--- config.mk ---
export PLATFORM = sky130hd
export DESIGN_NAME = ctrl_pipe
export DESIGN_NICKNAME = d
export VERILOG_FILES = /design/src/rtl/ctrl_pipe.sv
export SDC_FILE = /design/constraint.sdc
export NUM_CORES = 1
export LEC_CHECK = 0
export ABC_AREA = 1
export BUFFER_PORTS_ARGS = -buffer_cell sky130_fd_sc_hd__buf_2
export CAP_MARGIN = 30
export CORE_MARGIN = 4
export CORE_UTILIZATION = 49
export DETAILED_ROUTE_END_ITERATION = 7
export GPL_TIMING_DRIVEN = 0
export PLACE_DENSITY_LB_ADDON = 0.3
export SLEW_MARGIN = 20
export SYNTH_ARGS = -nofsm -noshare
export SYNTH_HDL_FRONTEND = slang
export SYNTH_SLANG_ARGS = --single-unit
--- constraint.sdc ---
create_clock -name clk -period 1.5 [get_ports clk]
set_input_delay 0.225 -clock clk [delete_from_list [all_inputs] [get_ports clk]]
set_output_delay 0.225 -clock clk [all_outputs]
set_load 0.01 [all_outputs]
--- src/rtl/ctrl_pipe.sv ---
// ctrl_pipe: DEPTH-cycle delay line for the start/valid/stop control triple, with protocol
// checking, frame occupancy (busy) and an output beat counter. Stall port via `CTRL_PIPE_STALL_EN.
module ctrl_pipe #(
  parameter int DEPTH     = 4,
  parameter int CNT_WIDTH = 16
) (
  input  logic                 clk,
  input  logic                 xrst,
`ifdef CTRL_PIPE_STALL_EN
  input  logic                 enable,
`endif
  input  logic                 in_start,
  input  logic                 in_valid,
  input  logic                 in_stop,
  input  logic                 err_clear,
  output logic                 out_start,
  output logic                 out_valid,
  output logic                 out_stop,
  output logic                 busy,
  output logic [CNT_WIDTH-1:0] beat_count,
  output logic                 err_protocol
);
  localparam int IW = $clog2(DEPTH + 2);
  localparam logic [IW-1:0]        INF_MAX  = {IW{1'b1}};
  localparam logic [CNT_WIDTH-1:0] BEAT_MAX = {CNT_WIDTH{1'b1}};

  typedef enum logic {IDLE = 1'b0, ACTIVE = 1'b1} state_t;

  logic adv;
`ifdef CTRL_PIPE_STALL_EN
  assign adv = enable;
`else
  assign adv = 1'b1;
`endif

  logic [2:0]           stage_q [DEPTH];
  logic [2:0]           stage_d [DEPTH];
  state_t               state_q, state_d;
  logic                 err_q, err_d;
  logic [IW-1:0]        inflight_q, inflight_d;
  logic [CNT_WIDTH-1:0] beat_q, beat_d;
  logic                 new_err;
  logic                 inc, dec;

  assign out_start    = stage_q[DEPTH-1][2];
  assign out_valid    = stage_q[DEPTH-1][1];
  assign out_stop     = stage_q[DEPTH-1][0];
  assign busy         = (inflight_q != '0) || (state_q == ACTIVE);
  assign beat_count   = beat_q;
  assign err_protocol = err_q;

  always_comb begin
    stage_d = stage_q;
    if (adv) begin
      stage_d[0] = {in_start, in_valid, in_stop};
      for (int k = 1; k < DEPTH; k++) stage_d[k] = stage_q[k-1];
    end
  end

  // Illegal start/stop still travel down the pipe; only the frame state ignores them.
  always_comb begin
    new_err = 1'b0;
    state_d = state_q;
    if (adv) begin
      if (state_q == ACTIVE) begin
        new_err = in_start;
        if (in_stop) state_d = IDLE;
      end else begin
        new_err = (in_stop | in_valid) & ~in_start;
        if (in_start && !in_stop) state_d = ACTIVE;
      end
    end
`ifdef CTRL_PIPE_STALL_EN
    else begin
      new_err = in_start | in_valid | in_stop;
    end
`endif
    err_d = new_err | (err_q & ~err_clear);
  end

  always_comb begin
    inc        = adv & in_start;
    dec        = adv & out_stop;
    inflight_d = inflight_q;
    if (inc && !dec && inflight_q != INF_MAX)    inflight_d = inflight_q + IW'(1);
    else if (dec && !inc && inflight_q != '0)    inflight_d = inflight_q - IW'(1);
  end

  // Counter only moves on advancing cycles so a held output pulse is never counted twice.
  always_comb begin
    beat_d = beat_q;
    if (adv) begin
      if (out_start)                              beat_d = CNT_WIDTH'(out_valid);
      else if (out_valid && beat_q != BEAT_MAX)   beat_d = beat_q + CNT_WIDTH'(1);
    end
  end

  always_ff @(posedge clk or negedge xrst) begin
    if (!xrst) begin
      for (int k = 0; k < DEPTH; k++) stage_q[k] <= '0;
      state_q    <= IDLE;
      err_q      <= 1'b0;
      inflight_q <= '0;
      beat_q     <= '0;
    end else begin
      stage_q    <= stage_d;
      state_q    <= state_d;
      err_q      <= err_d;
      inflight_q <= inflight_d;
      beat_q     <= beat_d;
    end
  end
endmodule
After elaboration in Yosys (flattened, before gate mapping). Cells that the tools add are included.

Flip-flop bits (word level): 33. Input bits: 6. Output and inout port bits: 21. Logic and storage cells: 40.

$add $sub $neg: 3. Equality and inequality tests: 2. Mux-type cells: 8. Bitwise logic cells: 6. Reductions and logical operators: 13.

Operator list (number): two-way mux 16 bit (2); adder 16 x 1 -> 16 bit, second input constant (1); inequality test 16 bit, second input constant (1); logical AND 1 bit (6); two-way mux 3 bit (2); two-way mux 1 bit (4); nonzero test 2 bit (2); adder 3 x 1 -> 3 bit, second input constant (1); logical NOT 1 bit (3); inequality test 3 bit, second input constant (1); nonzero test 3 bit (1); subtractor 3 x 1 -> 3 bit, second input constant (1); AND 1 bit (2); inverter 1 bit (2); OR 1 bit (2); logical OR 1 bit (1).

Depth between registers and ports, before layout.
Depth after elaboration: 5. Gate-level depth with buffers: 10.

Least setup slack after synthesis. OpenSTA, ideal clock, no wires.

Kind: register to register. From: reg beat_q[0], in the netlist beat_count[0]. To: reg beat_q[8], in the netlist beat_count[8]. Library setup time: 0.066 ns. Arrival: 1.487 ns. Data required time: 1.434 ns. Path slack: -0.052 ns. Cell stages (with the launch flop): 11. Cells stage by stage: dfrtp_1 -> ha_1 -> nand2_1 -> nor2_4 -> nand2_2 -> nor2_4 -> nor2_4 -> nor2_4 -> buf_6 -> nand2_1 -> nand2_1.

Word-level cells in the longest chain between the ends: 3. Elaborated cells on any way between the ends: 6. Those cells by class: 1 x add/sub; 1 x eq/ne; 2 x mux; 2 x reduce/logical.

Ends and longest elaborated chain: start, declared (RTL line 41) `logic [CNT_WIDTH-1:0] beat_q, beat_d;`; start signal, assigned (RTL line 110) `beat_q <= beat_d;`; adder 16 x 1 -> 16 bit / inequality test 16 bit (equally long branches) (RTL line 94) `else if (out_valid && beat_q != BEAT_MAX) beat_d = beat_q + CNT_WIDTH'(1);`; two-way mux 16 bit / logical AND 1 bit (equally long branches) (RTL line 94); two-way mux 16 bit / nonzero test 2 bit (equally long branches).

Parallel ways exist; a longest one is shown, timed or not. The select of a mux whose other input is x is not followed. A chain may end at the register's enable or synchronous reset.

Worst setup path in the final report.
From: reg beat_q[11], in the netlist beat_count[11]. To: reg beat_q[0], in the netlist beat_count[0].

Word-level cells in the longest chain between the ends: 3.

Ends and longest elaborated chain (RTL line): inequality test 16 bit (94); logical AND 1 bit (94); nonzero test 2 bit (no line).

No other way between the ends.

==> impl_metrics.prom <==
# TYPE chip_impl_metric gauge
chip_impl_metric{name="die_area",unit="mm²"} 0.00425
chip_impl_metric{name="cellPowerDensity",unit="mW/mm²"} 925
chip_impl_metric{name="gpl.final_weighted_congestion",unit=""} 0.878
chip_impl_metric{name="avgSynthCellArea",unit="µm²"} 8.21
chip_impl_info{name="hold_path_class",value="primary input to register"} 1
chip_impl_metric{name="synth-seq-area-share",unit="%"} 51.6
chip_impl_info{name="worstSetupEndpointType",value="register"} 1
chip_impl_info{name="global_route.peak_usage_layer",value="met2"} 1
chip_impl_metric{name="netlist-cell-type-count",unit=""} 23
chip_impl_metric{name="drt_iter0_drc",unit=""} 153
chip_impl_metric{name="maxCapViolations",unit=""} 0
chip_impl_info{name="regToRegEndpoint",value="beat_count[0]"} 1
chip_impl_metric{name="finalNetCount",unit=""} 259
chip_impl_metric{name="max_slew_margin",unit="%"} 53.1
chip_impl_info{name="yosys.cell_count.top_type",value="sky130_fd_sc_hd__nand2_1"} 1
chip_impl_metric{name="grt_start_max_net_pins",unit=""} 34
chip_impl_metric{name="syn_inst",unit=""} 195
chip_impl_metric{name="cts_max_path_buffers",unit=""} 2
chip_impl_info{name="critPathTopFamily",value="simple AND/OR/NAND/NOR gates"} 1
chip_impl_metric{name="drt_wl_total",unit="µm"} 3710
chip_impl_metric{name="grt_util_met2",unit="%"} 31.5
chip_impl_info{name="timing.critical_path.slowest_stage_cell",value="sky130_fd_sc_hd__dfrtp_1"} 1
chip_impl_metric{name="detail_route.wl_per_cell",unit="µm"} 12.5
chip_impl_info{name="hold_path_origin",value="in_stop"} 1
chip_impl_metric{name="hold_path_depth",unit=""} 1
chip_impl_metric{name="power.ir.vdd_worst",unit="mV"} 0.860
chip_impl_metric{name="final_max_slew_viol_count",unit=""} 0
chip_impl_metric{name="finalPower",unit="W"} 0.00194
chip_impl_metric{name="dp.final_hpwl",unit="µm"} 2330
chip_impl_metric{name="synth_enable_flop_cells",unit=""} 0
chip_impl_info{name="status",value="completed"} 1
chip_impl_metric{name="insertedDiodeCount",unit=""} 0
chip_impl_info{name="worst-setup-path-type",value="register to register"} 1
chip_impl_metric{name="placement.setup.worst_slack",unit="ps"} -171
chip_impl_metric{name="timing.final.crit_period",unit="ps"} 1500
chip_impl_metric{name="critPathMaxFanout",unit=""} 5
chip_impl_metric{name="ys_seq_elements",unit=""} 33
chip_impl_metric{name="reg2reg_slack",unit="ps"} 5
chip_impl_metric{name="grt-ovfl-total",unit=""} 0
chip_impl_metric{name="tritoncts_sinks",unit=""} 33
chip_impl_metric{name="placementRows",unit=""} 20
chip_impl_metric{name="finalClockSkew",unit="ps"} 13.3
chip_impl_metric{name="finalHoldWorstSlack",unit="ps"} 25.9
chip_impl_metric{name="area.sequential",unit="µm²"} 832
chip_impl_metric{name="area_of_the_multi_input_gates",unit="µm²"} 721
chip_impl_info{name="worstSetupStartpointType",value="register"} 1
chip_impl_metric{name="die-width",unit="µm"} 65.2
chip_impl_info{name="cts-root-buf",value="sky130_fd_sc_hd__clkbuf_4"} 1
chip_impl_metric{name="path_buf_inv",unit=""} 1
chip_impl_metric{name="gr-usage-all-layers",unit="%"} 18.9
chip_impl_metric{name="nFillCells",unit=""} 265
chip_impl_metric{name="post-route-drc-count",unit=""} 0
chip_impl_metric{name="total_of_endpoints_with_negative_setup_slack_in_the_final_report",unit=""} 0
chip_impl_metric{name="antenna_violations_before_repair",unit=""} 0
chip_impl_metric{name="worst_slew_pin_slew",unit="ps"} 703
chip_impl_info{name="rsz0062_at_grt",value="yes"} 1
chip_impl_metric{name="achievable-frequency",unit="MHz"} 669
chip_impl_metric{name="top_level_ports",unit=""} 27
chip_impl_info{name="synth-main-ff-cell",value="sky130_fd_sc_hd__dfrtp_1"} 1
chip_impl_metric{name="detailed_route_via_count",unit=""} 1497
chip_impl_metric{name="worst_path_largest_cell_delay",unit="ps"} 430
chip_impl_metric{name="detailedRoute.firstPassIterationCount",unit=""} 5
chip_impl_metric{name="synthToLayoutAreaGrowth",unit="%"} 30.6
chip_impl_metric{name="drtAntennaViolNets",unit=""} 0
chip_impl_metric{name="tritoncts.num_buffers",unit=""} 5
chip_impl_info{name="crit_path_cell_trace",value="nand2_1, nor2_4, nand2_1, nor2_4, nor2_4, nor2_4, buf_6, nand2_1, nand2_1"} 1
chip_impl_metric{name="syn_area",unit="mm²"} 0.00160
chip_impl_info{name="worst_setup_path_startpoint",value="beat_count[11]"} 1
chip_impl_metric{name="via_per_inst",unit=""} 5.06
chip_impl_metric{name="globalRouteMet1Util",unit="%"} 22.4
chip_impl_metric{name="post-route-period-util",unit="%"} 99.7
chip_impl_info{name="timing.rr.start",value="beat_count[11]"} 1
chip_impl_metric{name="grt_use_met3",unit="%"} 5.47
chip_impl_info{name="holdPathEnd",value="stage_d[6]"} 1
chip_impl_metric{name="ys.warnings.count",unit=""} 0
chip_impl_info{name="yosysTopAreaCell",value="sky130_fd_sc_hd__dfrtp_1"} 1
chip_impl_metric{name="setup_ws",unit="ps"} 4.58
chip_impl_metric{name="worstRegToRegCells",unit=""} 9
chip_impl_info{name="synth.cells.most_frequent",value="sky130_fd_sc_hd__nand2_1, sky130_fd_sc_hd__dfrtp_1, sky130_fd_sc_hd__inv_1"} 1
chip_impl_metric{name="critical_path_arrival",unit="ps"} 1780
chip_impl_info{name="post_synth_main_area_contributors",value="sky130_fd_sc_hd__dfrtp_1, sky130_fd_sc_hd__nand2_1, sky130_fd_sc_hd__nand3_1, sky130_fd_sc_hd__inv_1, sky130_fd_sc_hd__nor2_1"} 1
chip_impl_metric{name="cp.required",unit="ps"} 1780
chip_impl_metric{name="synth_top_cell_area_share",unit="%"} 51.6
chip_impl_metric{name="setup_total_negative_slack",unit="ps"} 0
chip_impl_metric{name="layout-drive-gt1-share",unit="%"} 32.9
chip_impl_metric{name="grt_pass1_wl",unit="µm"} 6040
chip_impl_metric{name="finalHoldViolations",unit=""} 0
chip_impl_metric{name="insertion_delay_to_the_later_sink_of_the_worst_skew_pair",unit="ps"} 340
chip_impl_metric{name="die_height",unit="µm"} 65.2
chip_impl_metric{name="first_global_vias",unit=""} 1382
chip_impl_metric{name="postSynthNetCount",unit=""} 203
chip_impl_info{name="tritoncts_clock_tree",value="built"} 1
chip_impl_metric{name="placeableCoreArea",unit="mm²"} 0.00308
chip_impl_metric{name="register_clock_pin_slew_on_the_reported_worst_setup_and_hold_paths",unit="ps"} 110
chip_impl_metric{name="power.leakage",unit="nW"} 1.09
chip_impl_metric{name="cts.htree.levels",unit=""} 2
chip_impl_metric{name="portBuffers",unit=""} 26
chip_impl_metric{name="start_util",unit="%"} 52.0
chip_impl_metric{name="share_of_synthesized_flip_flops_with_an_asynchronous_set_or_reset",unit="%"} 100
[final cells by class]
| type | count | share of cell area [%] |
|---|---|---|
| Clock buffer | 7 | 3.11 |
| Clock inverter | 1 | 0.239 |
| Buffer | 2 | 0.778 |
| Tap cell | 44 | 2.63 |
| Timing Repair Buffer | 49 | 14.9 |
| Inverter | 23 | 4.13 |
| Multi-Input combinational cell | 137 | 34.4 |
| Sequential cell | 33 | 39.8 |
[timing repair]
| action | CTS | global route |
|---|---|---|
| endpoints found under the setup margin | 14 | 17 |
| gates cloned | 1 | 0 |
| hold buffers | 2 | 0 |
| buffers inserted | 13 | 7 |
| hold endpoints to repair | 34 | 0 |
| resized for setup | 9 | 14 |
| pin swaps | 6 | 7 |
[registers in the layout, summed over array words and instances, names as in the netlist]
name and flops:
out_valid 1, state_q 1, beat_count 16, inflight_q 3, out_stop 1, stage_d 9
out_start 1, err_protocol 1
[worst max-delay path by stage]
stage / to / slack, ps / depth (start not counted)
global placement: beat_count[8] / -150 / 10
detailed placement: beat_count[8] / -170 / 10
global route: beat_count[8] / -70 / 9
CTS: beat_count[8] / 5 / 10
finish: beat_count[0] / 5 / 9
floorplan: beat_count[8] / -40 / 10
[power breakdown]
part           leakage, nW  internal, W  switching (W)
registers            0.412     0.000961      0.0000694
logic                0.641     0.000155       0.000185
clock network       0.0413     0.000271       0.000294
total                 1.09      0.00139       0.000548
[layer usage]
metal  wire length (µm)  share of wire (%)
met5                  0                  0
met4                 82                2.2
met3                271                7.3
met2               1900                 51
met1               1460                 39
[placed cells by master, fill, tap and decap left out, types with 3 or more instances in the layout]
cell	Yosys	layout
sky130_fd_sc_hd__buf_2	0	26
sky130_fd_sc_hd__nand2_2	1	6
sky130_fd_sc_hd__clkbuf_4	0	5
sky130_fd_sc_hd__inv_1	22	21
sky130_fd_sc_hd__dfrtp_1	33	28
sky130_fd_sc_hd__dfrtp_2	0	5
sky130_fd_sc_hd__xor2_1	3	3
sky130_fd_sc_hd__a21oi_1	5	5
sky130_fd_sc_hd__nand4_1	8	8
sky130_fd_sc_hd__nor2_4	5	6
sky130_fd_sc_hd__buf_4	0	20
sky130_fd_sc_hd__nand3_1	17	15
sky130_fd_sc_hd__nand2_1	64	58
sky130_fd_sc_hd__nor2_1	20	19
[kinds of logic after synthesis]
logic type	count (synthesis)	synth area share (%)
AOI/OAI and AO/OA	11	3.83
and+or+nand+nor	119	33.5
xor gates and xnor gates	5	2.73
buffers and inverters	25	6.33
DFF	33	51.6
adders and majority gates	2	2.03
[metrics by stage]
stage,instance area (µm²),utilization [%],cells
after floorplan,1610,-,195
after global placement,1790,58.2,265
after detailed placement,1790,58.2,265
after CTS,2010,65.2,289
after global routing,2090,68.0,296
final,2090,68.0,296
No activity file was read; power rests on OpenSTA's default activity.
